<file path="config.mk">
export PLATFORM = sky130hd
export DESIGN_NAME = calc_result_display
export DESIGN_NICKNAME = d
export VERILOG_FILES = /design/src/rtl/calc_pkg.sv /design/src/rtl/seg7_decode.sv /design/src/rtl/calc_result_display.sv
export SDC_FILE = /design/constraint.sdc
export NUM_CORES = 1
export LEC_CHECK = 0
export CAP_MARGIN = 25
export CORE_UTILIZATION = 60
export DETAILED_ROUTE_END_ITERATION = 16
export MAX_ROUTING_LAYER = met4
export PLACE_DENSITY = 0.82
export SLEW_MARGIN = 20
export SYNTH_ARGS = -nofsm -noshare
export SYNTH_HDL_FRONTEND = slang
export SYNTH_SLANG_ARGS = --single-unit
</file>
<file path="constraint.sdc">
create_clock -name clk -period 4.9 [get_ports clk]
set_input_delay 0.49 -clock clk [delete_from_list [all_inputs] [get_ports clk]]
set_output_delay 0.49 -clock clk [all_outputs]
set_load 0.05 [all_outputs]
</file>
<file path="src/rtl/calc_pkg.sv">
// Shared types and 7-segment constants for the calculator result display.
// Segment patterns are active-low {g,f,e,d,c,b,a}.
package calc_pkg;

    typedef enum logic [1:0] {
        IDLE = 2'd0,
        CONV = 2'd1,
        UPD  = 2'd2
    } state_e;

    localparam logic [6:0] SEG_BLANK = 7'h7F;
    localparam logic [6:0] SEG_E     = 7'b0000110;
    localparam logic [6:0] SEG_R     = 7'b0101111;
    localparam logic [6:0] SEG_0     = 7'b1000000;
    localparam logic [6:0] SEG_1     = 7'b1111001;
    localparam logic [6:0] SEG_2     = 7'b0100100;
    localparam logic [6:0] SEG_3     = 7'b0110000;
    localparam logic [6:0] SEG_4     = 7'b0011001;
    localparam logic [6:0] SEG_5     = 7'b0010010;
    localparam logic [6:0] SEG_6     = 7'b0000010;
    localparam logic [6:0] SEG_7     = 7'b1111000;
    localparam logic [6:0] SEG_8     = 7'b0000000;
    localparam logic [6:0] SEG_9     = 7'b0010000;

    localparam logic [3:0] CODE_E     = 4'hA;
    localparam logic [3:0] CODE_R     = 4'hB;
    localparam logic [3:0] CODE_BLANK = 4'hF;

    // Add 3 to every BCD nibble that is 5 or more, ahead of the next left shift.
    function automatic logic [11:0] bcd_adjust(input logic [11:0] bcd);
        logic [11:0] res;
        res = 12'd0;
        for (int i = 0; i < 3; i++) begin
            if (bcd[i*4 +: 4] >= 4'd5) begin
                res[i*4 +: 4] = bcd[i*4 +: 4] + 4'd3;
            end else begin
                res[i*4 +: 4] = bcd[i*4 +: 4];
            end
        end
        return res;
    endfunction

endpackage

</file>
<file path="src/rtl/seg7_decode.sv">
// Combinational display-code to 7-segment pattern decoder.
// Codes 0-9 are digits, A is 'E', B is 'r', everything else is blank.
module seg7_decode
    import calc_pkg::*;
(
    input  logic [3:0] code_i,
    output logic [6:0] seg_o
);

    // Code lookup; unused codes fall back to blank.
    always_comb begin
        seg_o = SEG_BLANK;
        case (code_i)
            4'd0:    seg_o = SEG_0;
            4'd1:    seg_o = SEG_1;
            4'd2:    seg_o = SEG_2;
            4'd3:    seg_o = SEG_3;
            4'd4:    seg_o = SEG_4;
            4'd5:    seg_o = SEG_5;
            4'd6:    seg_o = SEG_6;
            4'd7:    seg_o = SEG_7;
            4'd8:    seg_o = SEG_8;
            4'd9:    seg_o = SEG_9;
            CODE_E:  seg_o = SEG_E;
            CODE_R:  seg_o = SEG_R;
            default: seg_o = SEG_BLANK;
        endcase
    end

endmodule

</file>
<file path="src/rtl/calc_result_display.sv">
// Captures the calculator result on each done rising edge, converts it to BCD
// and drives a 4-digit multiplexed 7-segment display ("Err" on error).
module calc_result_display
    import calc_pkg::*;
#(
    parameter int SCAN_BITS = 16
) (
    input  logic       clk,
    input  logic       rst,
    input  logic       done,
    input  logic       error,
    input  logic [3:0] out_h,
    input  logic [3:0] out_l,
    output logic [3:0] an,
    output logic [6:0] seg,
    output logic       busy,
    output logic       valid
);

    state_e               state_q, state_d;
    logic [2:0]           cnt_q, cnt_d;
    logic [19:0]          sr_q, sr_d;
    logic                 err_sel_q, err_sel_d;
    logic                 pend_q, pend_d;
    logic [7:0]           pend_v_q, pend_v_d;
    logic                 pend_err_q, pend_err_d;
    logic [3:0][3:0]      digit_q, digit_d;
    logic                 valid_q, valid_d;
    logic                 busy_q;
    logic                 done_q;
    logic [SCAN_BITS-1:0] scan_q;
    logic [1:0]           idx_q;
    logic [3:0]           an_q, an_d;
    logic [6:0]           seg_q, seg_d;

    logic       cap;
    logic [7:0] v;
    logic       launch;
    logic [7:0] launch_v;
    logic       launch_err;

    assign v   = {out_h, out_l};
    assign cap = done & ~done_q;

    // Next-state: conversion FSM, one-deep pending slot and display digit registers.
    always_comb begin
        state_d    = state_q;
        cnt_d      = cnt_q;
        sr_d       = sr_q;
        err_sel_d  = err_sel_q;
        pend_d     = pend_q;
        pend_v_d   = pend_v_q;
        pend_err_d = pend_err_q;
        digit_d    = digit_q;
        valid_d    = valid_q;
        launch     = 1'b0;
        launch_v   = v;
        launch_err = error;
        case (state_q)
            IDLE: begin
                launch = cap;
            end
            CONV: begin
                sr_d  = {bcd_adjust(sr_q[19:8]), sr_q[7:0]} << 1;
                cnt_d = cnt_q + 3'd1;
                if (cnt_q == 3'd7) begin
                    state_d = UPD;
                end else begin
                    state_d = CONV;
                end
                if (cap) begin
                    pend_d     = 1'b1;
                    pend_v_d   = v;
                    pend_err_d = error;
                end else begin
                    pend_d = pend_q;
                end
            end
            UPD: begin
                if (err_sel_q) begin
                    digit_d = {CODE_BLANK, CODE_E, CODE_R, CODE_R};
                end else begin
                    digit_d[3] = CODE_BLANK;
                    digit_d[2] = (sr_q[19:16] == 4'd0) ? CODE_BLANK : sr_q[19:16];
                    digit_d[1] = (sr_q[19:12] == 8'd0) ? CODE_BLANK : sr_q[15:12];
                    digit_d[0] = sr_q[11:8];
                end
                valid_d = 1'b1;
                state_d = IDLE;
                launch  = pend_q | cap;
                // A stored operand goes first; a simultaneous capture takes its slot.
                if (pend_q) begin
                    launch_v   = pend_v_q;
                    launch_err = pend_err_q;
                    pend_d     = cap;
                    pend_v_d   = v;
                    pend_err_d = error;
                end else begin
                    pend_d = 1'b0;
                end
            end
            default: begin
                state_d = IDLE;
            end
        endcase
        if (launch) begin
            if (launch_err) begin
                state_d   = UPD;
                err_sel_d = 1'b1;
            end else begin
                state_d   = CONV;
                sr_d      = {12'd0, launch_v};
                cnt_d     = 3'd0;
                err_sel_d = 1'b0;
            end
        end else begin
            err_sel_d = err_sel_d;
        end
    end

    seg7_decode u_dec (
        .code_i (digit_q[idx_q]),
        .seg_o  (seg_d)
    );

    assign an_d = ~(4'b0001 << idx_q);

    // State, scan counter and registered display outputs.
    always_ff @(posedge clk) begin
        if (!rst) begin
            state_q    <= IDLE;
            cnt_q      <= 3'd0;
            sr_q       <= 20'd0;
            err_sel_q  <= 1'b0;
            pend_q     <= 1'b0;
            pend_v_q   <= 8'd0;
            pend_err_q <= 1'b0;
            digit_q    <= {CODE_BLANK, CODE_BLANK, CODE_BLANK, 4'd0};
            valid_q    <= 1'b0;
            busy_q     <= 1'b0;
            done_q     <= 1'b0;
            scan_q     <= '0;
            idx_q      <= 2'd0;
            an_q       <= 4'b1110;
            seg_q      <= SEG_0;
        end else begin
            state_q    <= state_d;
            cnt_q      <= cnt_d;
            sr_q       <= sr_d;
            err_sel_q  <= err_sel_d;
            pend_q     <= pend_d;
            pend_v_q   <= pend_v_d;
            pend_err_q <= pend_err_d;
            digit_q    <= digit_d;
            valid_q    <= valid_d;
            busy_q     <= (state_d != IDLE);
            done_q     <= done;
            scan_q     <= scan_q + {{(SCAN_BITS-1){1'b0}}, 1'b1};
            if (&scan_q) begin
                idx_q <= idx_q + 2'd1;
            end else begin
                idx_q <= idx_q;
            end
            an_q       <= an_d;
            seg_q      <= seg_d;
        end
    end

    assign an    = an_q;
    assign seg   = seg_q;
    assign busy  = busy_q;
    assign valid = valid_q;

endmodule

</file>
Yosys cells after proc, flatten, opt, wreduce, memory -nomap -nowiden. Memory sizes are Yosys's and may differ from the RTL's. A register that Yosys moved wholly into a read port is not among the register bits. Cells that the tools add are included.

Shift operators: 1. Reductions and logical operators: 9. Bitwise gates (word level): 4. Eq/ne operators: 5. $add $sub $neg: 6. Multiplexer cells: 33. Order comparisons: 4.

Operators with widths (count): 20-bit 2-to-1 mux (3); 8-bit 2-to-1 mux (4); 4-bit 2-to-1 mux (5); 16-bit by 1-bit adder with 16-bit output (second input constant) (1); 8-bit case mux with 2 select lines (1); 16-bit AND reduction (1); 4-bit by 3-bit >= comparator with 1-bit output (second input constant) (3); 12-bit 2-to-1 mux (1); 3-bit 2-to-1 mux (4); 4-bit by 2-bit adder with 4-bit output (second input constant) (2); 4-bit binary-select mux with 2-bit select (1); 8-bit logical NOT (1); 1-bit 2-to-1 mux (7); 2-bit 2-to-1 mux (3); 1-bit case mux with 2 select lines (3); 4-bit logical NOT (1); 2-bit inequality test (second input constant) (2); 4-bit inverter (1); 2-bit case mux with 2 select lines (1); 2-bit nonzero test (2); 1-bit by 2-bit left shift with 4-bit output (first input constant) (1); 3-bit by 1-bit adder with 3-bit output (second input constant) (1); 3-bit by 2-bit adder with 3-bit output (second input constant) (1); 3-bit == test (second input constant) (1); 11 further kinds (11).

Bits in read-only memories: 112. Memories kept: 1. Register bits after elaboration: 77. Output and inout bits: 13. Input bits: 12.

Memories: (no name shown) (depth 16, bits a word 7, read ports 1, clocked after memory_dff 1, wr ports 0, line seg7_decode.sv:13) `case (code_i)`.

Longest topological paths before layout. Gate-level depths: netlist of run 1.

Depth in word-level cells: 6. Gate-level depth with buffers: 7. Gate-level depth less buffers: 6.

Hierarchy. From an unflattened synthesis of run 1, not the netlist that was laid out.

Cell total of the unflattened synthesis: 425. Area, all modules: 3734.8 µm².

By module, submodules not included: calc_result_display (cells each 397, area an instance 3517.1 µm², times used 1, sequential area each 1601.5 µm²); seg7_decode (cells each 28, area an instance 217.7 µm², times used 1, sequential area each 0.0 µm²).

Worst setup path before layout of run 1. No wires, ideal clock.

Path type: flip-flop to flip-flop. From: register idx_q[1]. To: register seg_q[5], in the netlist seg[5]. Setup slack: 3.179 ns. Required time: 4.759 ns. Cell stages (with the launch flop): 7. Data arrival time: 1.580 ns. Setup time: 0.141 ns. Clock period less this slack: 1.721 ns. Cells stage by stage: dfxtp_1 > buf_6 > mux2i_1 > a21oi_1 > ha_1 > a2111oi_0 > a211oi_2.

Longest elaborated chain between the ends: 2.

RTL lines: start: declaration (line calc_result_display.sv:32) `logic [1:0] idx_q;`; start signal: assignment (line calc_result_display.sv:160) `idx_q <= idx_q + 2'd1;`; start signal: assignment (line calc_result_display.sv:162) `idx_q <= idx_q;`; 4-bit binary-select mux with 2-bit select (line calc_result_display.sv:122) `.code_i (digit_q[idx_q]),`; 4-bit 2-to-1 mux (implied by the code) (line calc_result_display.sv:122); end: declaration (line calc_result_display.sv:34) `logic [6:0] seg_q, seg_d;`.

Every way passes these cells. The select of a mux whose other input is x is not followed. A chain may end at the register's enable or synchronous reset.

Final worst setup path of run 1.
From: input port rst. To: register seg_q[4], in the netlist seg[4].

Longest elaborated chain between the ends: 1.

RTL lines: start: declaration (line calc_result_display.sv:9) `input logic rst,`; 1-bit logical NOT (no line).

Every way passes these cells.

==> impl_results.rst, run 1 <==
.. list-table::
   :header-rows: 1

   * - Metric
     - Value
   * - Total leakage power
     - 1.57 nW
   * - Tightest Hold Check Type
     - flip-flop to flip-flop
   * - Main combinational cell family by area after synthesis
     - simple AND/OR/NAND/NOR gates
   * - 1st-iter DRT viols
     - 105
   * - Critical Path Fanout Max
     - 46
   * - Compound-cell area share of the yosys netlist
     - 15.6%
   * - Layout cell share with drive strength beyond 1
     - 6.89%
   * - Number of CTS-inserted buffers
     - 9
   * - Maximum number of pins on one net before global-route repair
     - 47
   * - Net count after synthesis
     - 463
   * - Adder-cell share of the synthesized area
     - 6.28%
   * - Post-cts hold buffer count
     - 0
   * - Critical path required time
     - 5.15 ns
   * - Worst max-slew margin expressed relative to the limit
     - 42.8%
   * - Detailed-route vias per instance
     - 5.73
   * - Count of final max-slew check failures
     - 0
   * - Number of diodes added for antenna fixing
     - 0
   * - Worst clock skew on the final layout
     - 0.00910 ns
   * - Post-Syn Area
     - 3780 µm²
   * - Fraction of registers with async set/reset
     - 0%
   * - Post-route cell area
     - 4240 µm²
   * - Share of the clock period used by the worst path after layout
     - 45.9%
   * - Share of synthesized area spent on multiplexers
     - 5.06%
   * - List of cells traversed by the critical path
     - clkdlybuf4s50_1, inv_2, a221oi_1
   * - Average wire per cell in the routed design
     - 14.0 µm
   * - Share of synthesized cell area in and, or, nand and nor gates
     - 22.8%
   * - Peak supply drop
     - 0.000399 V
   * - Layout overhead on the synthesized area
     - 12.2%
   * - Yosys synthesis warning count
     - 0
   * - Overall die width
     - 81.4 µm
   * - Max Buffers Root-to-Sink
     - 2
   * - Hpwl dp
     - 4.87 mm
   * - CTS resizes
     - 0
   * - Starting utilization of the core area
     - 63.2%
   * - Delay of the slowest cell on the worst path
     - 1.03 ns
   * - Flip-flop cell with the highest count after synthesis
     - sky130_fd_sc_hd__dfxtp_1
   * - Met1 wire length
     - 3.45 mm
   * - Cell row count
     - 28
   * - Number of standard cells after synthesis
     - 432
   * - CORE AREA
     - 5990 µm²
   * - Number of distinct standard cells referenced by the synthesized netlist
     - 54
   * - Placed Instance Area
     - 4010 µm²
   * - Area of the die
     - 6630 µm²
   * - Total count of hold-check failures in the final report
     - 0
   * - Max stage delay cell, worst path
     - sky130_fd_sc_hd__clkdlybuf4s50_1
   * - Total clock sinks
     - 80
   * - Total of max-cap violations
     - 0
   * - Overflow after GRT
     - 0
   * - Unrepaired setup endpoints after global routing
     - false
   * - Final weighted congestion in routability-driven placement
     - 0.794
   * - Wire length of the first global-routing pass
     - 12.2 mm
   * - EDFF count, synth
     - 0
   * - Num ports
     - 25
   * - DRT antenna net count
     - 0
   * - Clock transition at the registers of the reported paths
     - 0.08 ns
   * - Number of detailed-route iterations in the first pass
     - 4
   * - Gate family responsible for the most delay along the worst path
     - buffers and inverters
   * - Via count
     - 3,009
   * - Gr usage total
     - 25.0%
   * - Synthesis-stage register bit count
     - 80
   * - Xor/xnor share of the synthesized area
     - 3.24%
   * - Met2 WL
     - 3.41 mm
   * - Number of input and output port buffers inserted
     - 24
   * - Clk_lat worst skew
     - 0.36 ns
   * - Antenna violations before repair
     - 0
   * - Critical path endpoint category
     - flip-flop
   * - Power density over the cells
     - 315 nW/µm²
   * - Slew @ Worst Pin
     - 0.856 ns
   * - Buf+Inv Stages, Crit Path
     - 2
   * - Top routing layer in use
     - met4
   * - Data arrival, critical path
     - 2.50 ns
   * - Post-CTS setup buffers
     - 0
   * - Peak clock frequency supported by timing
     - 0.445 GHz
   * - Sequential fraction of the synthesis area
     - 42.3%
   * - Critical Setup Path Class
     - input port to flip-flop
   * - Met3 wire length
     - 331 µm
   * - H-tree Lvls
     - 3
   * - Status
     - finished, final reports clean
   * - Clock tree from TritonCTS
     - yes
   * - Final net count
     - 476
   * - Tmin final
     - 2.25 ns
   * - Clk root buf
     - sky130_fd_sc_hd__clkbuf_8
   * - Avg Inst Size Synth
     - 8.76 µm²
   * - Vias in the first global route
     - 2,724
   * - Y dimension of the die
     - 81.4 µm
   * - Post-detailed-route DRC marker count
     - 0
   * - Setup violators final
     - 0
   * - Setup TNS
     - 0 ns
   * - Startpoint types
     - input port
   * - Wirelength, routed
     - 7.33 mm
-- cells in the mapped netlist (all sizes together) (12+ instances only) --
master,count,area share (%)
dfxtp,80,42
nand2,55,5.7
nor2,43,4.3
a21oi,27,3.9
ha,19,6.3
mux2i,18,4.8
nand3,16,2.1
o21ai,15,2.0
buf,14,2.3
inv,14,1.4
a211oi,12,2.8
nand2b,12,2.0
-- layout by cell type (no fill, tap or decap), types with 3 or more instances in the layout --
| master | n |
|---|---|
| sky130_fd_sc_hd__clkdlybuf4s50_1 | 24 |
| sky130_fd_sc_hd__a211oi_1 | 9 |
| sky130_fd_sc_hd__clkbuf_8 | 10 |
| sky130_fd_sc_hd__nand2_1 | 54 |
| sky130_fd_sc_hd__and3_1 | 9 |
| sky130_fd_sc_hd__nor2_1 | 43 |
| sky130_fd_sc_hd__a211oi_2 | 3 |
| sky130_fd_sc_hd__a311oi_1 | 7 |
| sky130_fd_sc_hd__ha_1 | 19 |
| sky130_fd_sc_hd__nand2b_1 | 12 |
| sky130_fd_sc_hd__dfxtp_1 | 80 |
| sky130_fd_sc_hd__inv_1 | 13 |
| sky130_fd_sc_hd__nor3b_1 | 6 |
| sky130_fd_sc_hd__a31oi_1 | 7 |
| sky130_fd_sc_hd__xnor2_1 | 11 |
| sky130_fd_sc_hd__mux2i_1 | 18 |
| sky130_fd_sc_hd__nor3_1 | 10 |
| sky130_fd_sc_hd__nand3_1 | 16 |
| sky130_fd_sc_hd__nor4_1 | 3 |
| sky130_fd_sc_hd__a21oi_1 | 26 |
| sky130_fd_sc_hd__xor2_1 | 3 |
| sky130_fd_sc_hd__or3_1 | 8 |
| sky130_fd_sc_hd__nor2b_1 | 4 |
| sky130_fd_sc_hd__o21ai_0 | 15 |
| sky130_fd_sc_hd__o22ai_1 | 3 |
-- cell families after synthesis --
family,Yosys count
and+or+nand+nor,177
xor gates and xnor gates,14
buffers and inverters,38
muxes,19
adders and majority gates,19
AOI/OAI and AO/OA,85
DFF,80
-- per-stage QoR --
| step | worst slack (ns) | hold slack (ns) | utilization (%) | total power, mW | instances |
|---|---|---|---|---|---|
| 6_report | 2.65 | 0.465 | 70.8 | 1.33 | 525 |
| 2_1_floorplan | 3.18 | 0.430 | - | 0.776 | 432 |
| 3_3_place_gp | 2.35 | 0.447 | 66.8 | 0.801 | 508 |
| 5_1_grt | 2.53 | 0.493 | 70.8 | 1.39 | 525 |
| 3_5_place_dp | 2.30 | 0.459 | 67.0 | 0.804 | 509 |
| 4_1_cts | 2.59 | 0.470 | 70.8 | 1.34 | 525 |
-- routing by layer --
layer	vias up	track usage, %
met5	-	-
li1	1527	-
met1	1403	30.5
met3	15	7.67
met4	0	8.57
met2	64	39.0
-- path summary, 6_finish.rpt --
path	cells past startpoint	slack [ns]	to	start
setup / recovery	3	2.65	seg[4]	rst
hold / removal	2	0.46	digit_q[0]	digit_q[0]
setup reg to reg	6	2.75	seg[1]	idx_q[1]
hold reg to reg	2	0.46	digit_q[0]	digit_q[0]
-- state kept, by name (all words and copies together), names as in the netlist --
register	cells
an	4
busy	1
cnt_q	3
digit_q	12
done_q	1
err_sel_q	1
idx_q	2
pend_err_q	1
pend_q	1
pend_v_q	8
scan_q	16
seg	7
sr_q	20
state_q	2
valid	1
-- tightest hold or removal path, cell delays in order (launching register included) --
cell	delay [ns]
sky130_fd_sc_hd__dfxtp_1	0.32
sky130_fd_sc_hd__nand2_1	0.05
sky130_fd_sc_hd__a21oi_1	0.05
-- power by group --
part / switching (mW) / internal [mW]
clock network: 0.241 / 0.303
registers: 0.0164 / 0.668
logic: 0.0639 / 0.0422
total: 0.321 / 1.01
-- cell type report --
class,instances,area [µm²]
clock buffers,10,138
flip-flops and latches,80,1600
multi-input cells,314,2010
repair buffers,26,259
clock inverters,6,91.3
fillers,463,1750
inverters,14,52.6
well taps,75,93.8
Note: power is estimated with default switching activity, not from simulation.
==> inputs of run 2 (changes only) <==
--- a/config.mk
+++ b/config.mk
@@ -6,10 +6,10 @@
 export NUM_CORES = 1
 export LEC_CHECK = 0
 export CAP_MARGIN = 25
-export CORE_UTILIZATION = 60
+export CORE_UTILIZATION = 59
 export DETAILED_ROUTE_END_ITERATION = 16
 export MAX_ROUTING_LAYER = met4
-export PLACE_DENSITY = 0.82
+export PLACE_DENSITY = 0.81
 export SLEW_MARGIN = 20
 export SYNTH_ARGS = -nofsm -noshare
 export SYNTH_HDL_FRONTEND = slang
==> constraint.sdc (replaced) <==
create_clock -name clk -period 2.2 [get_ports clk]
set_input_delay 0.22 -clock clk [delete_from_list [all_inputs] [get_ports clk]]
set_output_delay 0.22 -clock clk [all_outputs]
set_load 0.05 [all_outputs]
==> run 2 against run 1 <==
Setup slack got worse by 2.5 ns. Critical path type is now flip-flop to flip-flop. Register-to-register slack got worse by 2.6 ns. Highest routed layer unchanged. Final cell count increased by 1.7%. Routed wire length grew 1.8%. Critical endpoint is now seg[1]. Via count is 0.47% higher. First-iteration DRC count grew 87%. Die area up 1.7%. Total power grew 120%. Flip-flop and latch count is the same. Clock skew up 0.0041 ns.
==> impl_results.rst, run 2 (synthesis gave the netlist of run 1 again) <==
.. list-table::
   :header-rows: 1

   * - Metric
     - Value
   * - Flip-flop count of the largest register after layout
     - 20 (unchanged)
   * - Y dimension of the die
     - 82.1 µm (+0.82%)
   * - Area of the die
     - 6740 µm² (+1.7%)
   * - CORE AREA
     - 6060 µm² (+1.2%)
   * - Number of diodes added for antenna fixing
     - 0 (unchanged)
   * - Fin worst setup slack
     - 0.188 ns (-2.46 ns)
   * - Wire length of the first global-routing pass
     - 12.3 mm (+0.79%)
   * - Number of input and output port buffers inserted
     - 24 (unchanged)
   * - Gr usage total
     - 24.8% (-0.22 points)
   * - Worst hold path depth
     - 2 (unchanged)
   * - Post-CTS setup buffers
     - 0 (unchanged)
   * - Average wire per cell in the routed design
     - 14.0 µm (about the same)
   * - Worst reg-to-reg path cell count
     - 6 (unchanged)
   * - Number of detailed-route iterations in the first pass
     - 4 (unchanged)
   * - Post-cts hold buffer count
     - 0 (unchanged)
   * - Starting utilization of the core area
     - 62.4% (-0.73 points)
   * - Maximum number of pins on one net before global-route repair
     - 28 (-40%)
   * - Clock transition at the registers of the reported paths
     - 0.08 ns (about the same)
   * - Via count
     - 3,023 (+0.47%)
   * - Unrepaired setup endpoints after global routing
     - false
   * - Area of combinational cells with multiple inputs
     - 2000 µm² (-0.19%)
   * - Total leakage power
     - 1.60 nW (+1.7%)
   * - Clock tree from TritonCTS
     - yes
   * - Critical path required time
     - 2.44 ns (-2.71 ns)
   * - Peak clock frequency supported by timing
     - 0.497 GHz
   * - Setup TNS
     - 0 ns (unchanged)
   * - Area taken by flip-flops and latches
     - 1600 µm² (unchanged)
   * - Number of CTS-inserted buffers
     - 9 (unchanged)
   * - Vias in the first global route
     - 2,725 (+0.037%)
   * - 1st-iter DRT viols
     - 196 (+87%)
   * - Wirelength, routed
     - 7.47 mm (+1.8%)
   * - Power density over the cells
     - 682 nW/µm² (+120%)
   * - Overflow after GRT
     - 0 (unchanged)
   * - Layout cell share with drive strength beyond 1
     - 8.06% (+1.2 points)
   * - Hpwl dp
     - 5.20 mm (+6.9%)
   * - Number of filler instances in the final layout
     - 473 (+2.2%)
   * - DRT antenna net count
     - 0 (unchanged)
   * - H-tree Lvls
     - 3 (unchanged)
   * - Antenna violations before repair
     - 0 (unchanged)
   * - Setup violators final
     - 0 (unchanged)
   * - Detailed-route vias per instance
     - 5.66 (-1.2%)
   * - Worst max-slew margin expressed relative to the limit
     - 46.3% (+3.6 points)
   * - Count of final max-slew check failures
     - 0 (unchanged)
   * - Worst clock skew on the final layout
     - 0.0132 ns (+0.00414 ns)
   * - Clk_lat worst skew
     - 0.35 ns (about the same)
   * - Tightest Hold Check Type
     - flip-flop to flip-flop
   * - Tmin final
     - 2.01 ns
   * - Num ports
     - 25 (unchanged)
   * - Critical path endpoint category
     - flip-flop
   * - Cell row count
     - 28 (unchanged)
   * - Critical Path Fanout Max
     - 10 (-78%)
   * - Share of the clock period used by the worst path after layout
     - 91.5%
   * - Final net count
     - 485 (+1.9%)
   * - Total count of hold-check failures in the final report
     - 0 (unchanged)
   * - Critical Setup Path Class
     - flip-flop to flip-flop
   * - Largest Register
     - sr_q
   * - Peak supply drop
     - 0.000613 V (+54%)
   * - Layout overhead on the synthesized area
     - 13.3%
   * - Slew @ Worst Pin
     - 0.805 ns (-0.0508 ns)
   * - CTS resizes
     - 0 (unchanged)
   * - Most common library cell in the layout ignoring fill and taps
     - sky130_fd_sc_hd__dfxtp_1
   * - Pre-CTS setup slack
     - 0.0981 ns (-2.20 ns)
   * - Post-detailed-route DRC marker count
     - 0 (unchanged)
   * - Most frequent cells in the layout
     - sky130_fd_sc_hd__dfxtp_1, sky130_fd_sc_hd__nand2_1, sky130_fd_sc_hd__nor2_1
   * - Status
     - finished, final reports clean
   * - Max Buffers Root-to-Sink
     - 2 (unchanged)
   * - Clk root buf
     - sky130_fd_sc_hd__clkbuf_8
   * - Total of max-cap violations
     - 0 (unchanged)
   * - Data arrival, critical path
     - 2.25 ns (-0.25 ns)
   * - Total clock sinks
     - 80 (unchanged)
   * - Registers with the most flip-flops
     - sr_q: 20 flops, scan_q: 16 flops, digit_q: 12 flops
   * - Overall die width
     - 82.1 µm (+0.82%)
   * - Startpoint types
     - flip-flop
   * - Final weighted congestion in routability-driven placement
     - 0.835 (+5.1%)
[run 2: power by group]
group	total (mW)	internal (mW)	leakage [nW]	switching, mW
sequential	1.53	1.49	0.649	0.0367
combinational	0.243	0.100	0.843	0.143
clock	1.16	0.640	0.104	0.516
total	2.92	2.23	1.60	0.696
[run 2: per-stage QoR]
stage               util, %  cell area, µm²  hold slack (ns)  total power [mW]  cells
global placement       67.1            4070            0.444              1.79    517
global route           70.7            4290            0.488              3.03    534
floorplan                 -            3780            0.347              1.73    432
finish                 70.7            4290            0.464              2.92    534
CTS                    70.6            4280            0.462              2.94    533
detailed placement     67.1            4070            0.452              1.80    517
[run 2: metal layers]
layer,global-route usage [%],vias up,part of all wire (%)
li1,-,1551,-
met1,32.4,1402,49
met2,38.4,60,46
met3,4.00,10,4.0
met4,8.95,0,1.4
met5,-,-,0
[run 2: critical path, cell delays in order, from the launching register on]
cell and delay [ns]:
sky130_fd_sc_hd__dfxtp_1 0.50, sky130_fd_sc_hd__inv_1 0.23, sky130_fd_sc_hd__a21oi_1 0.43, sky130_fd_sc_hd__inv_1 0.16, sky130_fd_sc_hd__ha_1 0.36, sky130_fd_sc_hd__o21bai_1 0.14, sky130_fd_sc_hd__a21oi_1 0.08
[run 2: final timing paths]
path / start / end / slack [ns]
setup / recovery: idx_q[0] / seg[1] / 0.19
setup reg to reg: idx_q[0] / seg[1] / 0.19
hold / removal: digit_q[1] / digit_q[1] / 0.46
hold reg to reg: digit_q[1] / digit_q[1] / 0.46
[run 2: cell type report]
cell class	instances	share of cell area, %
clock buffer	11	3.06
clock inverter	5	1.90
inverter	14	1.23
multi-input combinational	314	46.7
sequential	80	37.4
tap	75	2.19
timing repair buffer	35	7.53
==> inputs of run 3 (changes only) <==
--- a/config.mk
+++ b/config.mk
@@ -6,10 +6,13 @@
 export NUM_CORES = 1
 export LEC_CHECK = 0
 export CAP_MARGIN = 25
-export CORE_UTILIZATION = 59
+export CELL_PAD_IN_SITES_DETAIL_PLACEMENT = 2
+export CELL_PAD_IN_SITES_GLOBAL_PLACEMENT = 2
+export CORE_UTILIZATION = 36
 export DETAILED_ROUTE_END_ITERATION = 16
 export MAX_ROUTING_LAYER = met4
-export PLACE_DENSITY = 0.81
+export PLACE_DENSITY = 0.79
+export REMOVE_ABC_BUFFERS = 1
 export SLEW_MARGIN = 20
 export SYNTH_ARGS = -nofsm -noshare
 export SYNTH_HDL_FRONTEND = slang
==> run 3 against run 2 <==
Global-route usage is 4.0 points lower. Maximum frequency decreased by 1.5%. Routed wire length grew 35%. Sequential share of layout area decreased by 0.52 points. Final cell count rose by 11%. Core utilization shrank 28 points. Setup slack lost 0.030 ns. Clock-buffer cell count unchanged. Critical endpoint is now seg[3]. Highest routed layer unchanged.
==> impl_results.rst, run 3 (synthesis gave the netlist of run 1 again) <==
.. list-table::
   :header-rows: 1

   * - Metric
     - Value
   * - Layout Utilization
     - 42.3% (-28 points)
   * - Tightest Hold Check Type
     - flip-flop to flip-flop
   * - FF-to-FF Start
     - idx_q[0]
   * - Clock tree from TritonCTS
     - yes
   * - Peak clock frequency supported by timing
     - 0.490 GHz (-1.5%)
   * - Number of CTS-inserted buffers
     - 9 (unchanged)
   * - Sum of internal, switching and leakage power
     - 2.86 mW (-2.4%)
   * - Hpwl dp
     - 7.08 mm (+36%)
   * - Number of filler instances in the final layout
     - 1,167 (+150%)
   * - Endpoint of the lowest-slack register-to-register path
     - seg[3]
   * - Layout overhead on the synthesized area
     - 14.9%
   * - Critical Setup Path Class
     - flip-flop to flip-flop
   * - Unrepaired setup endpoints after global routing
     - false
   * - Clock transition at the registers of the reported paths
     - 0.08 ns (about the same)
   * - Status
     - finished, final reports clean
   * - Clk_lat worst skew
     - 0.36 ns (about the same)
   * - Critical path required time
     - 2.43 ns (about the same)
   * - P_int
     - 2.13 mW (-4.3%)
   * - Y dimension of the die
     - 105 µm (+27%)
   * - Starting utilization of the core area
     - 36.8% (-26 points)
   * - Final std cells w/o fill
     - 592 (+11%)
   * - Worst max-slew margin expressed relative to the limit
     - 41.4% (-5.0 points)
   * - Number of diodes added for antenna fixing
     - 0 (unchanged)
   * - Total of max-cap violations
     - 0 (unchanged)
   * - Clk root buf
     - sky130_fd_sc_hd__clkbuf_8
   * - Gr usage total
     - 20.8% (-4.0 points)
   * - Number of input and output port buffers inserted
     - 24 (unchanged)
   * - Switching share of total power
     - 25.3% (+1.5 points)
   * - Vias in the first global route
     - 3,459 (+27%)
   * - Final weighted congestion in routability-driven placement
     - 0.764 (-8.6%)
   * - Most frequent cells in the layout
     - sky130_fd_sc_hd__dfxtp_1, sky130_fd_sc_hd__nand2_1, sky130_fd_sc_hd__nor2_1
   * - Switching power of the nets
     - 722 µW (+3.8%)
   * - Share of the clock period used by the worst path after layout
     - 92.8% (+1.4 points)
   * - Worst clock skew on the final layout
     - 0.0150 ns (+0.00175 ns)
   * - Overall die width
     - 105 µm (+27%)
   * - Critical Path Fanout Max
     - 10 (unchanged)
   * - Final net count
     - 484 (-0.21%)
   * - CORE AREA
     - 10,300 µm² (+70%)
   * - Wire length of the first global-routing pass
     - 17.5 mm (+42%)
   * - Crit path launch
     - idx_q[0]
   * - Data arrival, critical path
     - 2.27 ns (+0.02 ns)
   * - Startpoint types
     - flip-flop
   * - Count of final max-slew check failures
     - 0 (unchanged)
   * - Placed cell count
     - 578 (+12%)
   * - Num ports
     - 25 (unchanged)
   * - Flip-flop count of the largest register after layout
     - 20 (unchanged)
   * - Worst reg-to-reg path cell count
     - 6 (unchanged)
   * - Overflow after GRT
     - 0 (unchanged)
   * - Total clock sinks
     - 80 (unchanged)
   * - 1st-iter DRT viols
     - 76 (-61%)
   * - Number of detailed-route iterations in the first pass
     - 4 (unchanged)
   * - Via count
     - 3,112 (+2.9%)
   * - Layout cell share with drive strength beyond 1
     - 8.11% (+0.053 points)
   * - Startpoint of the most critical hold path
     - digit_q[1]
   * - Detailed-route vias per instance
     - 5.26 (-7.1%)
   * - Area taken by flip-flops and latches
     - 1600 µm² (unchanged)
   * - Maximum number of pins on one net before global-route repair
     - 34 (+21%)
   * - Largest Register
     - sr_q
   * - Critical path endpoint category
     - flip-flop
   * - Part of the power in the clock network
     - 37.6% (-1.9 points)
   * - Setup violators final
     - 0 (unchanged)
   * - Average wire per cell in the routed design
     - 17.0 µm (+22%)
   * - Post-detailed-route DRC marker count
     - 0 (unchanged)
   * - Flop pwr share
     - 53.5% (+1.4 points)
   * - Timing endpoint of the critical path
     - seg[3]
   * - Pre-CTS setup slack
     - 0.104 ns (+0.00608 ns)
   * - Fin worst setup slack
     - 0.158 ns (-0.0300 ns)
   * - Area of the die
     - 10,900 µm² (+62%)
   * - Cell row count
     - 37 (+32%)
   * - Max Buffers Root-to-Sink
     - 2 (unchanged)
   * - Wirelength, routed
     - 10.1 mm (+35%)
   * - Logic gate share of total power
     - 8.9% (+0.6 points)
   * - H-tree Lvls
     - 3 (unchanged)
   * - Total count of hold-check failures in the final report
     - 0 (unchanged)
   * - Area of combinational cells with multiple inputs
     - 2010 µm² (+0.31%)
   * - Most common library cell in the layout ignoring fill and taps
     - sky130_fd_sc_hd__dfxtp_1
   * - Slack of the worst reg-to-reg path
     - 0.16 ns (-0.03 ns)
   * - Power density over the cells
     - 657 nW/µm² (-3.7%)
   * - Post-cts hold buffer count
     - 0 (unchanged)
   * - Worst slack on hold paths
     - 0.468 ns (+0.00370 ns)
   * - Peak supply drop
     - 0.000423 V (-31%)
   * - DRT antenna net count
     - 0 (unchanged)
   * - Registers with the most flip-flops
     - sr_q: 20 flops, scan_q: 16 flops, digit_q: 12 flops
   * - Total leakage power
     - 1.59 nW (-0.53%)
   * - Slew @ Worst Pin
     - 0.880 ns (+0.0746 ns)
   * - Tmin final
     - 2.04 ns (+0.0300 ns)
   * - Antenna violations before repair
     - 0 (unchanged)
[run 3: how the worst min path moves through the flow]
stage | endpoint | slack, ns | cells past startpoint
3_5_place_dp | digit_q[1] | 0.46 | 2
2_1_floorplan | digit_q[4] | 0.28 | 1
6_report | digit_q[1] | 0.47 | 2
3_3_place_gp | digit_q[1] | 0.44 | 2
4_1_cts | digit_q[1] | 0.47 | 2
5_1_grt | pend_v_q[2] | 0.49 | 3
[run 3: critical path, cell delays in order (launching register included)]
cell	delay (ns)
sky130_fd_sc_hd__dfxtp_1	0.58
sky130_fd_sc_hd__inv_1	0.19
sky130_fd_sc_hd__a21oi_2	0.31
sky130_fd_sc_hd__inv_1	0.15
sky130_fd_sc_hd__ha_1	0.26
sky130_fd_sc_hd__mux2i_1	0.28
sky130_fd_sc_hd__a221oi_2	0.13
[run 3: timing repair]
action                     CTS  global route
setup endpoints to repair    2             0
buffers inserted             0             0
resized for setup            1             0
[run 3: through the flow]
step	setup TNS (ns)	area, µm²
2_1_floorplan	-2.07	3660
3_3_place_gp	0	4160
3_5_place_dp	0	4160
4_1_cts	0	4350
5_1_grt	0	4350
6_report	0	4350
[run 3: power groups by stage]
stage / clock network (mW) / registers, mW / logic [mW]
floorplan: 0 / 1.56 / 0.142
global placement: 0 / 1.56 / 0.245
detailed placement: 0 / 1.56 / 0.255
CTS: 1.12 / 1.53 / 0.258
global route: 1.17 / 1.54 / 0.282
finish: 1.07 / 1.53 / 0.254
[run 3: routing by layer]
metal | vias up | track usage (%) | part of all wire (%) | wire length [µm]
li1 | 1538 | - | - | -
met1 | 1529 | 24.8 | 47 | 4680
met2 | 30 | 34.0 | 49 | 4960
met3 | 15 | 5.45 | 2.8 | 277
met4 | 0 | 6.53 | 1.4 | 138
met5 | - | - | 0 | 0
[run 3: layout make-up]
cell class              count  share of cell area, %
multi-input cells         314                   46.2
repair buffers             34                   7.54
inverters                  14                   1.21
well taps                 136                   3.91
clock buffers              11                   3.25
clock inverters             3                   1.01
flip-flops and latches     80                   36.8
